===== src/rtl/tm_spi_pkg.sv =====
// Shared constants and FSM state type for the tape-memory SPI responder.
package tm_spi_pkg;

  localparam logic [7:0] SPI_RCMD = 8'h03;
  localparam logic [7:0] SPI_WCMD = 8'h02;

  typedef enum logic [2:0] {
    StCmd,
    StAddr,
    StRead,
    StWrite,
    StIgnore
  } spi_state_e;

endpackage


===== src/rtl/tm_spi_shift_in.sv =====
// MSB-first deserializer for the SPI responder.
// word presents the value including the current bit, so the FSM can act on the same clk as the
// completing rise. clr beats rise.
module tm_spi_shift_in
  import tm_spi_pkg::*;
#(
  parameter int unsigned W = 16
) (
  input  logic         clk,
  input  logic         rst,
  input  logic         clr,
  input  logic         rise,
  input  logic         din,
  output logic [W-1:0] word,
  output logic [4:0]   cnt,
  output logic         full
);

  logic [W-1:0] data_q;
  logic [4:0]   cnt_q;

  assign word = {data_q[W-2:0], din};
  assign cnt  = cnt_q;
  assign full = rise & (cnt_q == 5'(W - 1));

  // Shift register and bit counter.
  always_ff @(posedge clk) begin
    if (rst || clr) begin
      data_q <= '0;
      cnt_q  <= '0;
    end else if (rise) begin
      data_q <= word;
      cnt_q  <= cnt_q + 5'd1;
    end
  end

endmodule


===== src/rtl/tm_spi_resp.sv =====
// SPI responder (target) for the tape-memory link: command byte, word address, then 16-bit
// words MSB-first. Optional write support is enabled by defining TM_SPI_RESP_WRITE_EN.
// Assumes AW <= DW (the address is taken from the low bits of the data deserializer).
module tm_spi_resp
  import tm_spi_pkg::*;
#(
  parameter int unsigned AW   = 16,
  parameter int unsigned DW   = 16,
  parameter logic [7:0]  RCMD = SPI_RCMD,
  parameter logic [7:0]  WCMD = SPI_WCMD
) (
  input  logic          clk,
  input  logic          rst,
  input  logic          spi_cs,
  input  logic          spi_sck,
  input  logic          spi_mosi,
  output logic          spi_miso,
  output logic [AW-1:0] mem_addr_o,
  input  logic [DW-1:0] mem_rdata_i,
  output logic          mem_we_o,
  output logic [DW-1:0] mem_wdata_o,
  output logic          busy_o,
  output logic          cmd_err_o
);

`ifdef TM_SPI_RESP_WRITE_EN
  localparam bit WrEn = 1'b1;
`else
  localparam bit WrEn = 1'b0;
`endif

  localparam int unsigned DBW = $clog2(DW);

  spi_state_e    state_q, state_d;
  logic [AW-1:0] addr_q, addr_d;
  logic [DW-1:0] wdata_q, wdata_d;
  logic          sck_q, armed_q, wr_q, wr_d, we_q, we_d, err_q, err_d;
  logic          rise, clr, full;
  logic [DW-1:0] word;
  logic [4:0]    cnt;
  logic [DBW-1:0] bit_idx;

  // armed_q blocks a frame that was cut by rst from resuming until cs has been seen low.
  assign rise = spi_cs & spi_sck & ~sck_q & armed_q;

  tm_spi_shift_in #(
    .W(DW)
  ) u_shift_in (
    .clk  (clk),
    .rst  (rst),
    .clr  (clr),
    .rise (rise),
    .din  (spi_mosi),
    .word (word),
    .cnt  (cnt),
    .full (full)
  );

  assign bit_idx     = DBW'(DW - 1) - cnt[DBW-1:0];
  assign spi_miso    = (spi_cs && state_q == StRead) ? mem_rdata_i[bit_idx] : 1'b0;
  assign mem_addr_o  = addr_q;
  assign mem_we_o    = WrEn & we_q;
  assign mem_wdata_o = WrEn ? wdata_q : '0;
  assign cmd_err_o   = err_q;
  assign busy_o      = spi_cs & ((state_q != StCmd) | (cnt != 5'd0));

  // Frame decode: next state, address, write strobe and error pulse.
  always_comb begin
    state_d = state_q;
    addr_d  = addr_q;
    wr_d    = wr_q;
    we_d    = 1'b0;
    wdata_d = wdata_q;
    err_d   = 1'b0;
    clr     = 1'b0;
    if (!spi_cs) begin
      state_d = StCmd;
      clr     = 1'b1;
    end else begin
      // Address advances the clk after a write strobe.
      if (we_q) addr_d = addr_q + AW'(1);
      unique case (state_q)
        StCmd: begin
          if (rise && cnt == 5'd7) begin
            clr = 1'b1;
            if (word[7:0] == RCMD) begin
              state_d = StAddr;
              wr_d    = 1'b0;
            end else if (WrEn && word[7:0] == WCMD) begin
              state_d = StAddr;
              wr_d    = 1'b1;
            end else begin
              err_d   = 1'b1;
              state_d = StIgnore;
            end
          end
        end
        StAddr: begin
          if (rise && cnt == 5'(AW - 1)) begin
            clr     = 1'b1;
            addr_d  = word[AW-1:0];
            state_d = wr_q ? StWrite : StRead;
          end
        end
        StRead: begin
          if (full) begin
            clr    = 1'b1;
            addr_d = addr_q + AW'(1);
          end
        end
        StWrite: begin
          if (full) begin
            clr     = 1'b1;
            wdata_d = word;
            we_d    = 1'b1;
          end
        end
        StIgnore: clr = 1'b1;
        default: begin
          state_d = StCmd;
          clr     = 1'b1;
        end
      endcase
    end
  end

  // State registers.
  always_ff @(posedge clk) begin
    if (rst) begin
      state_q <= StCmd;
      addr_q  <= '0;
      wdata_q <= '0;
      sck_q   <= 1'b0;
      armed_q <= 1'b0;
      wr_q    <= 1'b0;
      we_q    <= 1'b0;
      err_q   <= 1'b0;
    end else begin
      state_q <= state_d;
      addr_q  <= addr_d;
      wdata_q <= wdata_d;
      sck_q   <= spi_sck;
      armed_q <= armed_q | ~spi_cs;
      wr_q    <= wr_d;
      we_q    <= we_d;
      err_q   <= err_d;
    end
  end

endmodule


===== config.mk =====
export PLATFORM = sky130hd
export DESIGN_NAME = tm_spi_resp
export DESIGN_NICKNAME = d
export VERILOG_FILES = /design/src/rtl/tm_spi_pkg.sv /design/src/rtl/tm_spi_shift_in.sv /design/src/rtl/tm_spi_resp.sv
export SDC_FILE = /design/constraint.sdc
export NUM_CORES = 1
export LEC_CHECK = 0
export BUFFER_PORTS_ARGS = -buffer_cell sky130_fd_sc_hd__buf_2
export CORE_MARGIN = 1
export CORE_UTILIZATION = 51
export CTS_BUF_LIST = sky130_fd_sc_hd__clkbuf_16
export DETAILED_ROUTE_END_ITERATION = 16
export PLACE_DENSITY = 0.77
export SYNTH_ARGS = -nofsm -noshare
export SYNTH_HDL_FRONTEND = slang
export SYNTH_SLANG_ARGS = --single-unit

===== constraint.sdc =====
create_clock -name clk -period 2 [get_ports clk]
set_input_delay 0.2 -clock clk [delete_from_list [all_inputs] [get_ports clk]]
set_output_delay 0.2 -clock clk [all_outputs]
set_load 0.1 [all_outputs]

==> results of run 1 <==
==> layout make-up <==
type	count	area, µm²	area share, %
inverters	14	55.1	1.46
multi-input cells	297	1990	52.8
repair buffers	80	574	15.2
clock inverters	3	21.3	0.565
clock buffers	5	125	3.32
flip-flops and latches	43	911	24.2
well taps	72	90.1	2.39
==> kinds of logic after synthesis <==
kind of cell               synth area share, %
and+or+nand+nor                           26.4
AOI/OAI and AO/OA                         24.2
buffers and inverters                     11.4
DFF                                       28.5
xor gates and xnor gates                  3.77
muxes                                     4.02
adders and majority gates                 1.66
other                                    0.124
==> metal layers <==
layer | wire length (µm) | GRT usage, % | part of all wire [%] | vias up
met5 | 0 | 0 | 0 | -
met4 | 249 | 13.3 | 2.7 | 0
met3 | 798 | 5.86 | 8.7 | 29
met2 | 4470 | 51.7 | 49 | 191
met1 | 3620 | 36.6 | 40 | 1510
li1 | - | - | - | 1488
==> critical path, delay by kind of cell, from the launching register on <==
kind	cells	cell delay (ns)
AND/OR/NAND/NOR	1	0.16
buffers and inverters	2	0.31
multiplexers	1	0.49
flip-flops	1	0.34
AO/OA/AOI/OAI	2	0.25
==> report_power, final <==
part | internal (µW) | switching (µW) | leakage, µW
clock network | 470 | 382 | 0.0000751
logic | 66.2 | 238 | 0.000964
registers | 849 | 7.87 | 0.000359
==> registers in the layout, summed over array words and instances, names as in the netlist <==
signal	count
mem_addr_o	16
u_shift_in.cnt	5
armed_q	1
we_q	1
cmd_err_o	1
state_q	3
u_shift_in.data_q	15
sck_q	1
==> Yosys cell counts (9+ instances only) <==
master	number
xor2_1	9
nand3_1	11
nand2_1	54
a21oi_2	9
o21ai_0	9
buf_2	11
nor2_1	21
nor4_1	9
and3_1	9
clkbuf_1	15
dfxtp_1	43
nand4_1	11
inv_1	14
buf_4	19
a21oi_1	30
==> worst min path at each step <==
stage / from / to / slack (ns) / depth (start not counted)
floorplan: spi_sck / sck_q$_SDFF_PP0_ / 0.33 / 1
global placement: spi_sck / sck_q$_SDFF_PP0_ / 0.44 / 2
detailed placement: armed_q$_SDFF_PP0_ / armed_q$_SDFF_PP0_ / 0.46 / 2
CTS: spi_mosi / u_shift_in.data_q[0]$_SDFFE_PP0P_ / 0.18 / 3
global route: spi_sck / sck_q$_SDFF_PP0_ / 0.20 / 2
finish: spi_sck / sck_q$_SDFF_PP0_ / 0.18 / 2
==> through the flow <==
stage | hold slack (ns) | setup WS, ns
2_1_floorplan | 0.328 | -0.374
3_3_place_gp | 0.438 | -0.00371
3_5_place_dp | 0.465 | -0.0808
4_1_cts | 0.185 | -0.0545
5_1_grt | 0.200 | -0.113
6_report | 0.177 | -0.0512
==> timing repair <==
action / 4_1_cts / 5_1_grt
gates cloned: 0 / 1
endpoints found under the setup margin: 29 / 31
buffers inserted: 2 / 0
pin swaps: 3 / 4
resized for setup: 11 / 17
==> run metrics, run 1 <==
most used flip-flop cell after synthesis=dfxtp_1; Req. time, crit path=1.80 ns; Post-synth EDFFs=0; worst rel slew slack=roughly 65%; initial DRC count=425; CTS tree=yes; Final Hold Viols=0; H-tree depth=2; Startpoint Class=register; drt total wl=9130 µm; Worst EP arrival=1.85 ns; total chip power=2010 µW; Leakage=0.00140 µW; layout cells sized above 1=34.4%; Placed Cells=503; Avg WL per Cell=roughly 18 µm; share of the synthesized area in the top cell type=around 29%; Vias=3218; Design Area, Final=0.00377 mm²; number of CTS-inserted buffers=5; setup TNS=-0.0512 ns; r2r setup slk=about 0.020 ns; Diodes inserted=0; Max Cap Violations=0; Non-Filler Instances=514; first-pass GRT wire length=14600 µm; worst path cell trace=buf_6 > mux4_2 > and2_4 > a211oi_4 > a2111oi_4 > buf_12; Yosys Warn Count=0; placed cell areas=0.00348 mm²; final net count=~470; fin util=between 60% and 70%; Worst Slack Setup Final=-0.0512 ns; commonest cells after routing, fill and taps aside=53 x nand2_1, 37 x buf_2, 36 x buf_4; antenna-violating nets left=0; Crit. Startpoint=u_shift_in.cnt[0]$_SDFFE_PP0P_; Post-synth ARST share=0%; Peak supply drop=approximately 0.00038 V; fmax=488 MHz; Fillers=467; global route overflow=0; GRT Util Overall=30.2%; status=finished with violations; crit-path max FO=6; nature of the critical path endpoint=output pin; gpl congestion=0.995; Synth area leader=dfxtp_1; Layout area overhead=24.8%; Initial Util=~54%; Avg Inst Size Synth=7.80 µm²; vias per cell=6.26; CTS sink count=43; cell area after synthesis=0.00302 mm²; Syn Inst Count=around 390; Tcrit/Tclk final=103%; clock skew=0.00610 ns; crit path time final=a little over 2 ns; Slowest Stage Delay on Critical Path=0.49 ns; RSZ-0062 raised after global routing=true; R2R Path End=u_shift_in.data_q[10]$_SDFFE_PP0P_; R2R depth=9; leading cell type in the layout, fill and taps excluded=nand2_1; DRC Markers=0; largest net degree at the start of global routing=22; Synth Register Bits=between 40 and 50; reg2reg start=u_shift_in.cnt[0]$_SDFFE_PP0P_; Area contributors post-synth=dfxtp_1 29%, nand2_1 6.7%, a21oi_1 5.0%; Setup crit end=spi_miso; antenna violations before repair=0; Slew Limit Fails=0; DP HPWL=~6300 µm; Worst Max-Slew Pin Slew=0.522 ns; Hold Buf Count CTS=0; share of the yosys chip area belonging to registers=28.5%; CTS max path bufs=2; CTS root buf=clkbuf_16; CORE AREA=about 0.0056 mm²; Tightest Hold Check Type=input port to register; failing checks=setup timing; PortBufs=39; CP Class=register to output pin; Crit-path slowest cell=mux4_2; vias in the first global route=~3100; die span in y=78.9 µm; drt pass-1 iters=5; Die X-Extent=78.9 µm; Distinct cells, synth=69; die area=0.00623 mm²; P per Cell Area=534 mW/mm²; Final setup viols=1; row count=27; clk slew on worst S/H paths=0.06 ns; I/O Pins=57; clk_lat worst skew=0.29 ns
Note: power is estimated with default switching activity, not from simulation.
==> inputs of run 2 (changes only) <==
--- a/config.mk
+++ b/config.mk
@@ -5,12 +5,14 @@
 export SDC_FILE = /design/constraint.sdc
 export NUM_CORES = 1
 export LEC_CHECK = 0
-export BUFFER_PORTS_ARGS = -buffer_cell sky130_fd_sc_hd__buf_2
+export CELL_PAD_IN_SITES_DETAIL_PLACEMENT = 1
+export CELL_PAD_IN_SITES_GLOBAL_PLACEMENT = 1
 export CORE_MARGIN = 1
-export CORE_UTILIZATION = 51
+export CORE_UTILIZATION = 42
 export CTS_BUF_LIST = sky130_fd_sc_hd__clkbuf_16
 export DETAILED_ROUTE_END_ITERATION = 16
-export PLACE_DENSITY = 0.77
+export DONT_BUFFER_PORTS = 1
+export PLACE_DENSITY_LB_ADDON = 0.1
 export SYNTH_ARGS = -nofsm -noshare
 export SYNTH_HDL_FRONTEND = slang
 export SYNTH_SLANG_ARGS = --single-unit
==> run metrics, run 2 (synthesized netlist as in run 1, its figures left out) <==
die span in y=86.8 µm (was 78.9 µm); gpl congestion=0.882 (was 0.995); worst path cell trace=buf_6 > buf_6 > mux4_2 > a211oi_4 > a2111oi_4 > buf_12 (was buf_6 > mux4_2 > and2_4 > a211oi_4 > a2111oi_4 > buf_12); first-pass GRT wire length=16100 µm (was 14600 µm); Worst Slack Setup Final=-0.0977 ns (was -0.0512 ns); vias in the first global route=3104 (was 3066); pre-CTS setup slack=-0.0227 ns (was -0.0808 ns); Tcrit/Tclk final=105% (was 103%); worst rel slew slack=51.1% (was 65.1%); layout cells sized above 1=31.6% (was 34.4%); Worst Max-Slew Pin Slew=0.731 ns (was 0.522 ns); crit path time final=2.10 ns (was 2.05 ns); DP HPWL=7300 µm (was 6300 µm); R2R Path End=u_shift_in.data_q[3]$_SDFFE_PP0P_ (was u_shift_in.data_q[10]$_SDFFE_PP0P_); global route overflow=0 (unchanged); CTS tree=yes (unchanged); Hold WS=0.0385 ns (was 0.177 ns); clk slew on worst S/H paths=0.07 ns (was 0.06 ns); Final setup viols=1 (unchanged); antenna-violating nets left=0 (unchanged); CTS sink count=43 (unchanged); row count=30 (was 27); clk_lat worst skew=0.29 ns (about the same); final net count=451 (was 466); max reg flops=16 (unchanged); CP Class=register to output pin (unchanged); Slowest Stage Delay on Critical Path=0.54 ns (was 0.49 ns); largest net degree at the start of global routing=24 (was 22); Slew Limit Fails=0 (unchanged); drt pass-1 iters=4 (was 5); vias per cell=6.15 (was 6.26); failing checks=setup timing (unchanged); Leakage=0.00137 µW (was 0.00140 µW); DRC Markers=0 (unchanged); crit-path max FO=4 (was 6); RSZ-0062 raised after global routing=true (unchanged); commonest cells after routing, fill and taps aside=56 x buf_4, 53 x nand2_1, 25 x a21oi_1, 25 x dfxtp_1, 21 x nor2_1 (was 53 x nand2_1, 37 x buf_2, 36 x buf_4); Fillers=838 (was 467); CTS root buf=clkbuf_16 (unchanged); Final Hold Viols=0 (unchanged); Diodes inserted=0 (unchanged); Setup crit end=spi_miso (unchanged); Max Cap Violations=0 (unchanged); I/O Pins=57 (unchanged); reg2reg start=u_shift_in.cnt[0]$_SDFFE_PP0P_ (unchanged); antenna violations before repair=0 (unchanged); die area=0.00753 mm² (was 0.00623 mm²); R2R depth=9 (unchanged); Die X-Extent=86.8 µm (was 78.9 µm); Worst EP arrival=1.90 ns (was 1.85 ns); P per Cell Area=535 mW/mm² (was 534 mW/mm²); Peak supply drop=0.000390 V (was 0.000384 V); nature of the critical path endpoint=output pin (unchanged); status=finished with violations (unchanged); CTS max path bufs=2 (unchanged); Crit. Startpoint=u_shift_in.cnt[0]$_SDFFE_PP0P_ (unchanged); Vias=3219 (was 3218); clock skew=0.0114 ns (was 0.00610 ns); GRT Util Overall=28.1% (was 30.2%); Tightest Hold Check Type=input port to register (unchanged); number of CTS-inserted buffers=5 (unchanged); PortBufs=0 (was 39); Req. time, crit path=1.80 ns (about the same); Startpoint Class=register (unchanged); CORE AREA=0.00687 mm² (was 0.00561 mm²); initial DRC count=243 (was 425); Layout area overhead=26.4% (was 24.8%); fmax=477 MHz (was 488 MHz); most used cell, CP=buf_6; r2r setup slk=0.05 ns (was 0.02 ns); leading cell type in the layout, fill and taps excluded=buf_4 (was nand2_1); drt total wl=10500 µm (was 9130 µm); Initial Util=44.0% (was 53.8%); Crit-path slowest cell=mux4_2 (unchanged); Avg WL per Cell=20.1 µm (was 17.8 µm); H-tree depth=2 (unchanged)
run 2: cell types whose count changed in the layout (fill, tap and decap cells not counted), moves of 2 or more:
cell | previous run | this run
buf_2 | 37 | 0
buf_4 | 36 | 56
a21oi_1 | 23 | 25
a21oi_2 | 16 | 14
dlygate4sd3_1 | 0 | 2
inv_4 | 3 | 1
run 2: metal layers:
layer,global-route usage (%),vias up,share of wire (%)
met3,4.19,22,5.7
met5,0,-,0
met4,9.09,0,2.1
li1,-,1468,-
met2,45.8,137,48
met1,37.9,1592,45
run 2: repair_timing:
item / 4_1_cts / 5_1_grt
buffers inserted: 4 / 1
hold endpoints to repair: 14 / 0
pin swaps: 2 / 7
hold buffers: 2 / 0
resized for setup: 7 / 24
setup endpoints to repair: 18 / 35
cloned: 0 / 1
run 2: worst min path at each step:
stage,start,to,slack (ns),depth (start not counted)
finish,spi_sck,sck_q$_SDFF_PP0_,0.04,1
global route,spi_mosi,u_shift_in.data_q[0]$_SDFFE_PP0P_,0.04,2
CTS,spi_sck,sck_q$_SDFF_PP0_,0.04,1
detailed placement,rst,mem_addr_o[11]$_SDFFE_PP0P_,0.26,1
global placement,rst,mem_addr_o[11]$_SDFFE_PP0P_,0.27,1
floorplan,spi_sck,sck_q$_SDFF_PP0_,0.33,1
run 2: report_power, final:
group	switching (µW)	internal, µW
clock	368	539
combinational	229	52.5
sequential	5.71	849
run 2: worst max-delay path, delay by kind of cell, from the launching register on:
| family | cells | cell delay (ns) |
|---|---|---|
| AO/OA/AOI/OAI | 2 | 0.34 |
| buffers and inverters | 3 | 0.38 |
| flip-flops | 1 | 0.34 |
| multiplexers | 1 | 0.54 |
run 2: layout make-up:
cell class / instances / area, µm² / area share, %
Tap cell: 96 / 120 / 3.15
Multi-Input combinational cell: 297 / 2020 / 52.8
Clock inverter: 2 / 13.8 / 0.361
Inverter: 14 / 55.1 / 1.44
Clock buffer: 6 / 150 / 3.93
Timing Repair Buffer: 65 / 551 / 14.4
Sequential cell: 43 / 911 / 23.9
run 2: stage by stage:
step / util [%] / instances / power [µW] / TNS, ns / cell area [µm²]
after global placement: 50.2 / 508 / 1130 / 0 / 3450
final: 55.6 / 523 / 2040 / -0.0977 / 3820
after CTS: 53.6 / 521 / 2040 / -0.107 / 3680
after detailed placement: 50.2 / 508 / 1130 / -0.109 / 3450
after global routing: 55.6 / 523 / 2100 / -0.276 / 3820
after floorplan: - / 403 / 1140 / -0.374 / 3170
==> inputs of run 3 (changes only) <==
==> constraint.sdc (replaced) <==
create_clock -name clk -period 2 [get_ports clk]
set_input_delay 0.3 -clock clk [delete_from_list [all_inputs] [get_ports clk]]
set_output_delay 0.3 -clock clk [all_outputs]
set_load 0.1 [all_outputs]
==> run metrics, run 3 (synthesized netlist as in run 1, its figures left out) <==
status=finished with violations (unchanged); failing checks=setup timing (unchanged); CTS tree=yes (unchanged); final net count=441 (was 451); Initial Util=44.0% (unchanged); die span in y=86.8 µm (unchanged); Crit-path slowest cell=mux4_2 (unchanged); clk slew on worst S/H paths=0.07 ns (about the same); Peak supply drop=0.000307 V (was 0.000390 V); GRT Util Overall=27.7% (was 28.1%); CP Class=register to output pin (unchanged); reg2reg start=u_shift_in.cnt[0]$_SDFFE_PP0P_ (unchanged); Slowest Stage Delay on Critical Path=0.49 ns (was 0.54 ns); vias per cell=6.00 (was 6.15); drt pass-1 iters=4 (unchanged); Max Cap Violations=0 (unchanged); Diodes inserted=0 (unchanged); row count=30 (unchanged); largest net degree at the start of global routing=24 (unchanged); leading cell type in the layout, fill and taps excluded=nand2_1 (was buf_4); Crit. Startpoint=u_shift_in.cnt[0]$_SDFFE_PP0P_ (unchanged); Die X-Extent=86.8 µm (unchanged); Final Hold Viols=0 (unchanged); Startpoint Class=register (unchanged); delay-heaviest family, CP=multiplexers (unchanged); crit path time final=2.19 ns (was 2.10 ns); clock skew=0.00884 ns (was 0.0114 ns); fmax=457 MHz (was 477 MHz); clk_lat worst skew=0.30 ns (was 0.29 ns); setup TNS=-0.402 ns (was -0.0977 ns); CTS root buf=clkbuf_16 (unchanged); global route overflow=0 (unchanged); layout cells sized above 1=30.0% (was 31.6%); Vias=3078 (was 3219); initial DRC count=247 (was 243); worst rel slew slack=55.6% (was 51.1%); max reg flops=16 (unchanged); Tcrit/Tclk final=109% (was 105%); Tightest Hold Check Type=input port to register (unchanged); RSZ-0062 raised after global routing=true (unchanged); Worst EP arrival=1.89 ns (was 1.90 ns); PortBufs=0 (unchanged); Leakage=0.00130 µW (was 0.00137 µW); DRC Markers=0 (unchanged); antenna-violating nets left=0 (unchanged); Buf+Inv Stages, Crit Path=2 (was 3); Final setup viols=16 (was 1); antenna violations before repair=0 (unchanged); Worst Slack Setup Final=-0.189 ns (was -0.0977 ns); P per Cell Area=538 mW/mm² (was 535 mW/mm²); CTS max path bufs=2 (unchanged); I/O Pins=57 (unchanged); vias in the first global route=3052 (was 3104); Req. time, crit path=1.70 ns (was 1.80 ns); crit-path max FO=5 (was 4); CTS sink count=43 (unchanged); number of CTS-inserted buffers=5 (unchanged); commonest cells after routing, fill and taps aside=54 x nand2_1, 49 x buf_4, 27 x a21oi_1, 27 x dfxtp_1, 20 x nor2_1 (was 56 x buf_4, 53 x nand2_1, 25 x a21oi_1, 25 x dfxtp_1, 21 x nor2_1); hold wc startpoint=rst (was spi_sck); worst path cell trace=buf_6 > mux4_2 > and2_4 > a211oi_4 > a2111oi_4 > buf_12 (was buf_6 > buf_6 > mux4_2 > a211oi_4 > a2111oi_4 > buf_12); Layout area overhead=23.4% (was 26.4%); CORE AREA=0.00687 mm² (unchanged); Worst Max-Slew Pin Slew=0.665 ns (was 0.731 ns); Slew Limit Fails=0 (unchanged); nature of the critical path endpoint=output pin (unchanged); total chip power=2000 µW (was 2040 µW); die area=0.00753 mm² (unchanged); gpl congestion=0.885 (was 0.882); H-tree depth=2 (unchanged); first-pass GRT wire length=16000 µm (was 16100 µm); DP HPWL=7220 µm (was 7300 µm); drt total wl=10000 µm (was 10500 µm); Avg WL per Cell=19.6 µm (was 20.1 µm)
[run 3: power breakdown]
part | leakage (µW) | switching (µW) | total [µW] | internal (µW)
logic | 0.000867 | 219 | 267 | 47.7
clock network | 0.0000752 | 405 | 883 | 478
registers | 0.000358 | 5.24 | 854 | 848
[run 3: worst paths after layout]
| check | to | slack (ns) | cells past startpoint |
|---|---|---|---|
| hold reg to reg | armed_q$_SDFF_PP0_ | 0.47 | 2 |
| setup reg to reg | u_shift_in.data_q[5]$_SDFFE_PP0P_ | -0.04 | 9 |
| setup / recovery | spi_miso | -0.19 | 6 |
| hold / removal | mem_addr_o[3]$_SDFFE_PP0P_ | 0.06 | 1 |
[run 3: layout make-up]
| type | instances | area [µm²] |
|---|---|---|
| Clock inverter | 3 | 26.3 |
| Timing Repair Buffer | 55 | 469 |
| Sequential cell | 43 | 908 |
| Tap cell | 96 | 120 |
| Inverter | 14 | 52.6 |
| Clock buffer | 5 | 125 |
| Fill cell | 836 | 3140 |
| Multi-Input combinational cell | 297 | 2020 |
[run 3: per-layer routing]
layer  wire, µm  global-route usage (%)  part of all wire, %  up-vias
met1       4590                    37.2                   46     1524
met2       4720                    45.0                   47       95
met3        508                    4.48                  5.1       18
li1           -                       -                    -     1441
met4        213                    9.85                  2.1        0
met5          0                       0                    0        -
[run 3: what timing repair did]
action	in CTS	in global routing
pin swaps	2	4
cloned	1	0
buffers inserted	2	1
setup endpoints to repair	34	30
gates resized for setup	14	11
hold buffers	0	0
[run 3: stage by stage]
step | hold slack, ns | worst slack (ns) | utilization [%] | std cells | instance area (µm²)
6_report | 0.0554 | -0.189 | 54.2 | 513 | 3720
5_1_grt | 0.0532 | -0.244 | 54.2 | 513 | 3720
4_1_cts | 0.0540 | -0.187 | 53.2 | 512 | 3660
3_5_place_dp | 0.364 | -0.135 | 49.6 | 501 | 3400
3_3_place_gp | 0.367 | -0.00433 | 49.6 | 501 | 3400
2_1_floorplan | 0.428 | -0.371 | - | 403 | 3180
